## config.mk

```make
export PLATFORM = sky130hd
export DESIGN_NAME = fma_exp_pipe
export DESIGN_NICKNAME = d
export VERILOG_FILES = /design/src/rtl/fma_exp_pipe.sv
export SDC_FILE = /design/constraint.sdc
export NUM_CORES = 1
export LEC_CHECK = 0
export ABC_CLOCK_PERIOD_IN_PS = 8900
export CAP_MARGIN = 25
export CORE_ASPECT_RATIO = 2
export CORE_MARGIN = 10
export CORE_UTILIZATION = 55
export DETAILED_ROUTE_END_ITERATION = 10
export PLACE_DENSITY = 0.92
export SYNTH_ARGS = -nofsm -noshare
export SYNTH_HDL_FRONTEND = slang
export SYNTH_SLANG_ARGS = --single-unit
```

## constraint.sdc

```tcl
create_clock -name clk -period 8.9 [get_ports clk]
set_clock_uncertainty 0.2 [all_clocks]
set_input_delay 1.335 -clock clk [delete_from_list [all_inputs] [get_ports clk]]
set_output_delay 1.335 -clock clk [all_outputs]
set_load 0.005 [all_outputs]
```

## src/rtl/fma_exp_pipe.sv

```systemverilog
// rtl/fma_exp_pipe.sv - two-stage FMA exponent path: exp_a+exp_b, exponent select and addend shift amount
// Stage 1 forms exp_ab and d = exp_c - exp_ab; stage 2 picks exp_tmp and clamps the addend shift.
module fma_exp_pipe #(
    parameter  int EXP_W   = 8,
    parameter  int MANT_W  = 24,
    parameter  int TAG_W   = 4,
    localparam int OFS     = MANT_W + 3,
    localparam int SHF_MAX = 3 * MANT_W + 2,
    localparam int SHF_W   = $clog2(SHF_MAX + 1)
) (
    input  logic               clk,
    input  logic               rst,
    input  logic               in_valid,
    output logic               in_ready,
    input  logic               in_mode,
    input  logic [EXP_W-1:0]   exp_a,
    input  logic [EXP_W-1:0]   exp_b,
    input  logic [EXP_W-1:0]   exp_c,
    input  logic [TAG_W-1:0]   in_tag,
    output logic               out_valid,
    input  logic               out_ready,
    output logic [EXP_W:0]     exp_ab,
    output logic [EXP_W+1:0]   exp_tmp,
    output logic [SHF_W-1:0]   shf_num,
    output logic               c_dom,
    output logic [TAG_W-1:0]   out_tag
);
    localparam int DW = EXP_W + 2;

    logic               s1_valid_q, s1_valid_d;
    logic               s1_mode_q, s1_mode_d;
    logic [TAG_W-1:0]   s1_tag_q, s1_tag_d;
    logic [EXP_W:0]     s1_exp_ab_q, s1_exp_ab_d;
    logic [DW-1:0]      s1_d_q, s1_d_d;
    logic [EXP_W-1:0]   s1_exp_c_q, s1_exp_c_d;

    logic               s2_valid_q, s2_valid_d;
    logic [EXP_W:0]     s2_exp_ab_q, s2_exp_ab_d;
    logic [DW-1:0]      s2_exp_tmp_q, s2_exp_tmp_d;
    logic [SHF_W-1:0]   s2_shf_q, s2_shf_d;
    logic               s2_c_dom_q, s2_c_dom_d;
    logic [TAG_W-1:0]   s2_tag_q, s2_tag_d;

    logic               s2_adv;
    logic signed [DW-1:0] ab_ofs, c_ext;
    logic signed [DW:0]   raw_shf;
    logic               c_gt;
    logic [SHF_W-1:0]   shf_fma;

    assign s2_adv   = out_ready | ~s2_valid_q;
    assign in_ready = ~rst & (~s1_valid_q | s2_adv);

    // Full-width signed compare and shift so extreme exponents never wrap before clamping.
    always_comb begin
        ab_ofs  = $signed({s1_exp_ab_q[EXP_W], s1_exp_ab_q}) + $signed(DW'(OFS));
        c_ext   = $signed({{2{s1_exp_c_q[EXP_W-1]}}, s1_exp_c_q});
        c_gt    = c_ext > ab_ofs;
        raw_shf = $signed((DW+1)'(OFS - 1)) - $signed({s1_d_q[DW-1], s1_d_q});
        if (raw_shf < 0)
            shf_fma = '0;
        else if (raw_shf > $signed((DW+1)'(SHF_MAX)))
            shf_fma = SHF_W'(SHF_MAX);
        else
            shf_fma = raw_shf[SHF_W-1:0];
    end

    always_comb begin
        s1_valid_d   = s1_valid_q;
        s1_mode_d    = s1_mode_q;
        s1_tag_d     = s1_tag_q;
        s1_exp_ab_d  = s1_exp_ab_q;
        s1_d_d       = s1_d_q;
        s1_exp_c_d   = s1_exp_c_q;
        s2_valid_d   = s2_valid_q;
        s2_exp_ab_d  = s2_exp_ab_q;
        s2_exp_tmp_d = s2_exp_tmp_q;
        s2_shf_d     = s2_shf_q;
        s2_c_dom_d   = s2_c_dom_q;
        s2_tag_d     = s2_tag_q;

        if (in_ready) begin
            s1_valid_d = in_valid;
            if (in_valid) begin
                s1_mode_d   = in_mode;
                s1_tag_d    = in_tag;
                s1_exp_c_d  = exp_c;
                s1_exp_ab_d = {exp_a[EXP_W-1], exp_a} + {exp_b[EXP_W-1], exp_b};
                s1_d_d      = {{2{exp_c[EXP_W-1]}}, exp_c}
                            - {exp_a[EXP_W-1], exp_a[EXP_W-1], exp_a}
                            - {exp_b[EXP_W-1], exp_b[EXP_W-1], exp_b};
            end
        end

        if (s2_adv) begin
            s2_valid_d = s1_valid_q;
            if (s1_valid_q) begin
                s2_exp_ab_d = s1_exp_ab_q;
                s2_tag_d    = s1_tag_q;
                if (s1_mode_q) begin
                    s2_exp_tmp_d = ab_ofs;
                    s2_shf_d     = SHF_W'(SHF_MAX);
                    s2_c_dom_d   = 1'b0;
                end else begin
                    s2_exp_tmp_d = c_gt ? c_ext : ab_ofs;
                    s2_shf_d     = shf_fma;
                    s2_c_dom_d   = c_gt;
                end
            end
        end
    end

    always_ff @(posedge clk) begin
        if (rst) begin
            s1_valid_q   <= 1'b0;
            s1_mode_q    <= 1'b0;
            s1_tag_q     <= '0;
            s1_exp_ab_q  <= '0;
            s1_d_q       <= '0;
            s1_exp_c_q   <= '0;
            s2_valid_q   <= 1'b0;
            s2_exp_ab_q  <= '0;
            s2_exp_tmp_q <= '0;
            s2_shf_q     <= '0;
            s2_c_dom_q   <= 1'b0;
            s2_tag_q     <= '0;
        end else begin
            s1_valid_q   <= s1_valid_d;
            s1_mode_q    <= s1_mode_d;
            s1_tag_q     <= s1_tag_d;
            s1_exp_ab_q  <= s1_exp_ab_d;
            s1_d_q       <= s1_d_d;
            s1_exp_c_q   <= s1_exp_c_d;
            s2_valid_q   <= s2_valid_d;
            s2_exp_ab_q  <= s2_exp_ab_d;
            s2_exp_tmp_q <= s2_exp_tmp_d;
            s2_shf_q     <= s2_shf_d;
            s2_c_dom_q   <= s2_c_dom_d;
            s2_tag_q     <= s2_tag_d;
        end
    end

    assign out_valid = s2_valid_q;
    assign exp_ab    = s2_exp_ab_q;
    assign exp_tmp   = s2_exp_tmp_q;
    assign shf_num   = s2_shf_q;
    assign c_dom     = s2_c_dom_q;
    assign out_tag   = s2_tag_q;
endmodule

```

==> results of run 1 <==
-- cell type report --
cell class,count,area [µm²],area share
Clock inverter,1,5.00,0.00102
Inverter,40,150,0.0307
Timing Repair Buffer,68,681,0.139
Clock buffer,13,240,0.0491
Tap cell,90,113,0.0230
Sequential cell,65,1300,0.266
Multi-Input combinational cell,350,2400,0.491
-- worst paths after layout --
path                          startpoint                       to  depth (start not counted)
max                             exp_a[0]   s1_d_q[8]$_SDFFE_PP0P_                         13
min             s1_tag_q[2]$_SDFFE_PP0P_  out_tag[2]$_SDFFE_PP0P_                          2
max reg2reg  s1_exp_ab_q[0]$_SDFFE_PP0P_  exp_tmp[2]$_SDFFE_PP0P_                         12
min reg2reg     s1_tag_q[2]$_SDFFE_PP0P_  out_tag[2]$_SDFFE_PP0P_                          2
-- report_power, final --
| group | leakage [nW] | internal, mW | switching, mW |
|---|---|---|---|
| Clock | 0.120 | 0.184 | 0.111 |
| Combinational | 1.42 | 0.114 | 0.137 |
| Sequential | 0.534 | 0.318 | 0.0261 |
-- state kept, by name, indices dropped and copies added, names as in the netlist --
signal,cells
out_valid,1
s1_valid_q,1
s1_tag_q,4
s1_exp_ab_q,9
c_dom,1
s1_mode_q,1
s1_d_q,10
shf_num,7
exp_ab,9
exp_tmp,10
s1_exp_c_q,8
out_tag,4
-- cells by family (layout without fill, tap and decap cells) --
family                   count (synthesis)  in the layout  synth area share
AO/OA/AOI/OAI                          100            100             0.170
XOR/XNOR                                22             22            0.0488
adder cells (fa/ha/maj)                 48             48             0.169
buffers and inverters                   63            122            0.0628
flip-flops                              65             65             0.330
multiplexers                             1              1           0.00285
AND/OR/NAND/NOR                        179            179             0.217
-- worst max-delay path, stage by stage --
cell             delay, ns
clkdlybuf4s50_1       0.48
inv_1                 0.08
fa_1                  0.58
inv_1                 0.06
ha_1                  0.19
or2_2                 0.28
fa_1                  0.41
a21o_1                0.17
a21oi_1               0.26
o21ai_0               0.12
a31oi_1               0.20
xor2_1                0.15
o21ai_0               0.08
-- layer usage --
| layer | routed length (µm) | track usage |
|---|---|---|
| met1 | 3640 | 0.171 |
| met2 | 5630 | 0.343 |
| met3 | 485 | 0.0406 |
| met4 | 449 | 0.126 |
| met5 | 0 | 0 |
-- cells in the final DEF (no fill, tap or decap), drive strengths merged, types with 4 or more instances in the layout --
cell / instances
nor3: 10
xnor2: 10
fa: 9
xor2: 12
o31ai: 10
a211oi: 4
nand3: 34
dfxtp: 65
nor2b: 7
or4: 8
o21ai: 23
inv: 39
ha: 39
a21o: 5
a31oi: 4
nor2: 31
clkdlybuf4s50: 65
clkbuf: 13
a21oi: 29
a311oi: 5
nand2: 64
nand4: 9
-- synthesized netlist by cell type, types with 4 or more instances --
| master | number |
|---|---|
| inv_1 | 39 |
| o31ai_1 | 9 |
| a21o_1 | 5 |
| a31oi_1 | 4 |
| or4_1 | 8 |
| xor2_1 | 12 |
| a311oi_1 | 5 |
| ha_1 | 39 |
| nor2_1 | 31 |
| nor3_1 | 9 |
| fa_1 | 9 |
| nand2_1 | 64 |
| clkbuf_1 | 18 |
| a21oi_1 | 28 |
| xnor2_1 | 10 |
| nor2b_1 | 7 |
| o21ai_0 | 21 |
| dfxtp_1 | 65 |
| nand4_1 | 9 |
| nand3_1 | 34 |
==> impl_metrics.env, run 1 <==
export IMPL_outcome="complete, no violations"
export IMPL_synth_top_area_share=0.330
export IMPL_antenna_found_initial=0
export IMPL_cp_end_kind="flip-flop"
export IMPL_cts_tree="built"
export IMPL_die_y_um=140
export IMPL_ys_ff_latch=65
export IMPL_finish_instance_area_mm2=0.00489
export IMPL_die_area_mm2=0.0112
export IMPL_finalCritPeriodShare=0.499
export IMPL_total_power_mw=0.891
export IMPL_avgRoutedWirePerCell_um=16.3
export IMPL_fin_util=0.705
export IMPL_drtAntennaViolNets=0
export IMPL_synthCells=478
export IMPL_routed_wl_mm=10.2
export IMPL_clk_path_buf_depth=2
export IMPL_async_flop_share=0
export IMPL_crit_type="in -> reg"
export IMPL_setup_violations=0
export IMPL_grt_pass1_wl_mm=16.8
export IMPL_grt_pass1_vias=3740
export IMPL_grt_max_degree=39
export IMPL_cp_start_kind="primary input"
export IMPL_cts_sinks=65
export IMPL_fmax_mhz=225
export IMPL_routabilityCongestion=0.906
export IMPL_slew_headroom=0.282
export IMPL_post_place_ws_ns=4.10
export IMPL_worstPathArrival_ns=4.41
export IMPL_synth_nets=559
export IMPL_vdd_ir_drop_max_mv=0.130
export IMPL_synthToLayoutAreaGrowth_pct=23.9
export IMPL_root_buffer="clkbuf_16"
export IMPL_synth_area_leaders="dfxtp_1 33%, ha_1 12%, nand2_1 6.1%"
export IMPL_gr_total_overflow=0
export IMPL_io_pins=66
export IMPL_stdcell_count=627
export IMPL_vias=3650
export IMPL_critPathRequiredTime_ns=8.87
export IMPL_synthDistinctLibCells=55
export IMPL_setup_ws_ns=4.46
export IMPL_critPathMaxFanout=3
export IMPL_port_buffers=65
export IMPL_clock_latency_ns=0.33
export IMPL_dp_cells=613
export IMPL_synth_area_mm2=0.00395
export IMPL_clkTransAtPathRegs_ns=0.05
export IMPL_min_period_ns=4.44
export IMPL_setup_tns_ns=0
export IMPL_avgSynthCellArea_um2=8.26
export IMPL_ys_seq_area_frac=0.330
export IMPL_hold_viol_final=0
export IMPL_vias_per_cell=5.82
export IMPL_start_util=0.569
export IMPL_min_path_type="reg -> reg"
export IMPL_drc=0
export IMPL_drtPass1Iterations=4
export IMPL_p_per_area_mw_per_mm2=182
export IMPL_drive_gt1_frac=0.0466
export IMPL_die_w_um=79.9
export IMPL_grt_use_total=0.187
export IMPL_numCtsBuffers=9
export IMPL_dp_hpwl_mm=7.89
export IMPL_htreeDepth=3
export IMPL_postCtsHoldBufs=0
export IMPL_nFillCells=506
export IMPL_rows=43
export IMPL_yosys_warnings=0
export IMPL_synth_area_leader_cell="dfxtp_1"
export IMPL_max_slew_worst_pin_slew_ns=1.07
export IMPL_synth_edf_count=0
export IMPL_core_mm2=0.00694
export IMPL_drv_slew=0
export IMPL_leakagePower_nw=2.08
export IMPL_postCtsSetupBuffers=0
export IMPL_drt_first_iter_violations=252
export IMPL_rsz0062_at_grt="no"
export IMPL_antennaDiodeCount=0
export IMPL_synth_flop_cell="dfxtp_1"
export IMPL_placed_cell_area_mm2=0.00465
export IMPL_cts_resized=0
export IMPL_whs_ns=0.247
export IMPL_finish_net_count=615
export IMPL_maxCapViolCount=0
export IMPL_reg2reg_slack_ns=5.23
No activity file was read; power rests on OpenSTA's default activity.
==> run 2, diff against run 1 <==
- ABC_CLOCK_PERIOD_IN_PS: 8900 -> 3930
- CORE_UTILIZATION: 55 -> 49
- PLACE_DENSITY: 0.92 -> 0.87
- clock period: 8.9 -> 3.93 ns (I/O delays scaled with it)
==> run 2 against run 1 <==
Compared with the run above:
- core utilization down 7.7 points
- combinational power rose by 130%
- register-to-register slack got worse by 4.8 ns
- via count up 0.44%
- setup slack lost 4.2 ns
- total power increased by 130%
- flip-flop and latch count is the same
- largest cell class unchanged
- clock power up 130%
- sequential power rose by 130%
==> impl_metrics.env, run 2 (synthesized netlist as in run 1, its figures left out) <==
export IMPL_fmax_mhz=276
export IMPL_root_buffer="clkbuf_16"
export IMPL_max_slew_worst_pin_slew_ns=0.833
export IMPL_routabilityCongestion=0.909
export IMPL_drv_slew=0
export IMPL_cts_sinks=65
export IMPL_clkTransAtPathRegs_ns=0.05
export IMPL_drtAntennaViolNets=0
export IMPL_vias=3666
export IMPL_crit_path_start="exp_a[0]"
export IMPL_final_cell_mix="65 x dfxtp_1, 65 x clkdlybuf4s50_1, 64 x nand2_1"
export IMPL_avgRoutedWirePerCell_um=16.3
export IMPL_leakagePower_nw=2.11
export IMPL_crit_path_cell_trace="clkdlybuf4s50_1, inv_1, fa_1, inv_1, ha_1, or2_2, fa_1, a21o_1, a21oi_1, o21ai_0, a31oi_1, xor2_1, o21ai_0"
export IMPL_drtPass1Iterations=5
export IMPL_critPathRequiredTime_ns=3.90
export IMPL_grt_max_degree=33
export IMPL_cts_tree="built"
export IMPL_outcome="complete, no violations"
export IMPL_postCtsSetupBuffers=0
export IMPL_whs_ns=0.253
export IMPL_cts_resized=0
export IMPL_r2r_start="s1_exp_ab_q[0]$_SDFFE_PP0P_"
export IMPL_finish_instance_area_mm2=0.00495
export IMPL_grt_pass1_wl_mm=17.3
export IMPL_antennaDiodeCount=0
export IMPL_min_path_type="reg -> reg"
export IMPL_drc=0
export IMPL_p_per_area_mw_per_mm2=416
export IMPL_clk_path_buf_depth=2
export IMPL_htreeDepth=3
export IMPL_setup_tns_ns=0
export IMPL_start_util=0.501
export IMPL_grt_use_total=0.168
export IMPL_vdd_ir_drop_max_mv=0.256
export IMPL_setup_violations=0
export IMPL_clock_latency_ns=0.33
export IMPL_port_buffers=65
export IMPL_hold_viol_final=0
export IMPL_rows=46
export IMPL_vias_per_cell=5.72
export IMPL_core_mm2=0.00789
export IMPL_critPathMaxFanout=3
export IMPL_min_period_ns=3.63
export IMPL_placed_cell_area_mm2=0.00469
export IMPL_grt_pass1_vias=3789
export IMPL_die_y_um=147
export IMPL_postCtsHoldBufs=0
export IMPL_gr_total_overflow=0
export IMPL_io_pins=66
export IMPL_cpPeakStageDelay_ns=0.56
export IMPL_numCtsBuffers=9
export IMPL_routed_wl_mm=10.5
export IMPL_finalCritPeriodShare=0.923
export IMPL_drive_gt1_frac=0.0624
export IMPL_drt_first_iter_violations=198
export IMPL_worstPathArrival_ns=3.60
export IMPL_die_w_um=83.5
export IMPL_cp_num_buf_inv=3
export IMPL_slew_headroom=0.443
export IMPL_maxCapViolCount=0
export IMPL_cp_start_kind="primary input"
export IMPL_rsz0062_at_grt="no"
export IMPL_synthToLayoutAreaGrowth_pct=25.3
export IMPL_finish_net_count=621
export IMPL_antenna_found_initial=0
export IMPL_holdCritStartpoint="out_tag[0]$_SDFFE_PP0P_"
export IMPL_critical_path_slowest_cell="fa_1"
export IMPL_dp_hpwl_mm=8.07
export IMPL_critical_path_top_delay_family="adder cells"
export IMPL_crit_type="in -> reg"
export IMPL_cp_end_kind="flip-flop"
export IMPL_die_area_mm2=0.0123
run 2: tightest hold or removal path, delay by kind of cell (launching register included):
kind / cells / cell delay [ns]
AO/OA/AOI/OAI: 1 / 0.05
flip-flops: 1 / 0.30
AND/OR/NAND/NOR: 1 / 0.05
run 2: path summary, 6_finish.rpt:
check | endpoint | slack [ns] | cells after the start
min reg2reg | out_tag[0]$_SDFFE_PP0P_ | 0.25 | 2
max | s1_d_q[8]$_SDFFE_PP0P_ | 0.30 | 13
min | out_tag[0]$_SDFFE_PP0P_ | 0.25 | 2
max reg2reg | exp_tmp[2]$_SDFFE_PP0P_ | 0.40 | 12
run 2: layout make-up:
cell class,count,area [µm²]
well taps,96,120
repair buffers,74,718
clock inverters,4,20.0
multi-input cells,350,2400
clock buffers,12,236
fillers,644,2940
flip-flops and latches,65,1300
inverters,40,150
run 2: metal layers:
layer | wire length [µm] | GRT usage | vias up | share of wire
li1 | - | - | 1781 | -
met1 | 3680 | 0.150 | 1710 | 0.35
met2 | 5770 | 0.321 | 138 | 0.55
met3 | 512 | 0.0360 | 37 | 0.049
met4 | 515 | 0.116 | 0 | 0.049
met5 | 0 | 0 | - | 0
run 2: power breakdown:
group / internal (mW) / switching, mW / total [mW]
clock network: 0.422 / 0.268 / 0.689
logic: 0.272 / 0.316 / 0.587
registers: 0.720 / 0.0617 / 0.781
run 2: per-stage QoR:
stage                util  setup WS [ns]  power, mW  instances
floorplan               -          0.655       1.16        478
global placement    0.595         0.0613       1.34        625
detailed placement  0.595        -0.0277       1.37        625
CTS                 0.627          0.293       2.06        641
global route        0.627          0.125       2.16        641
finish              0.627          0.304       2.06        641
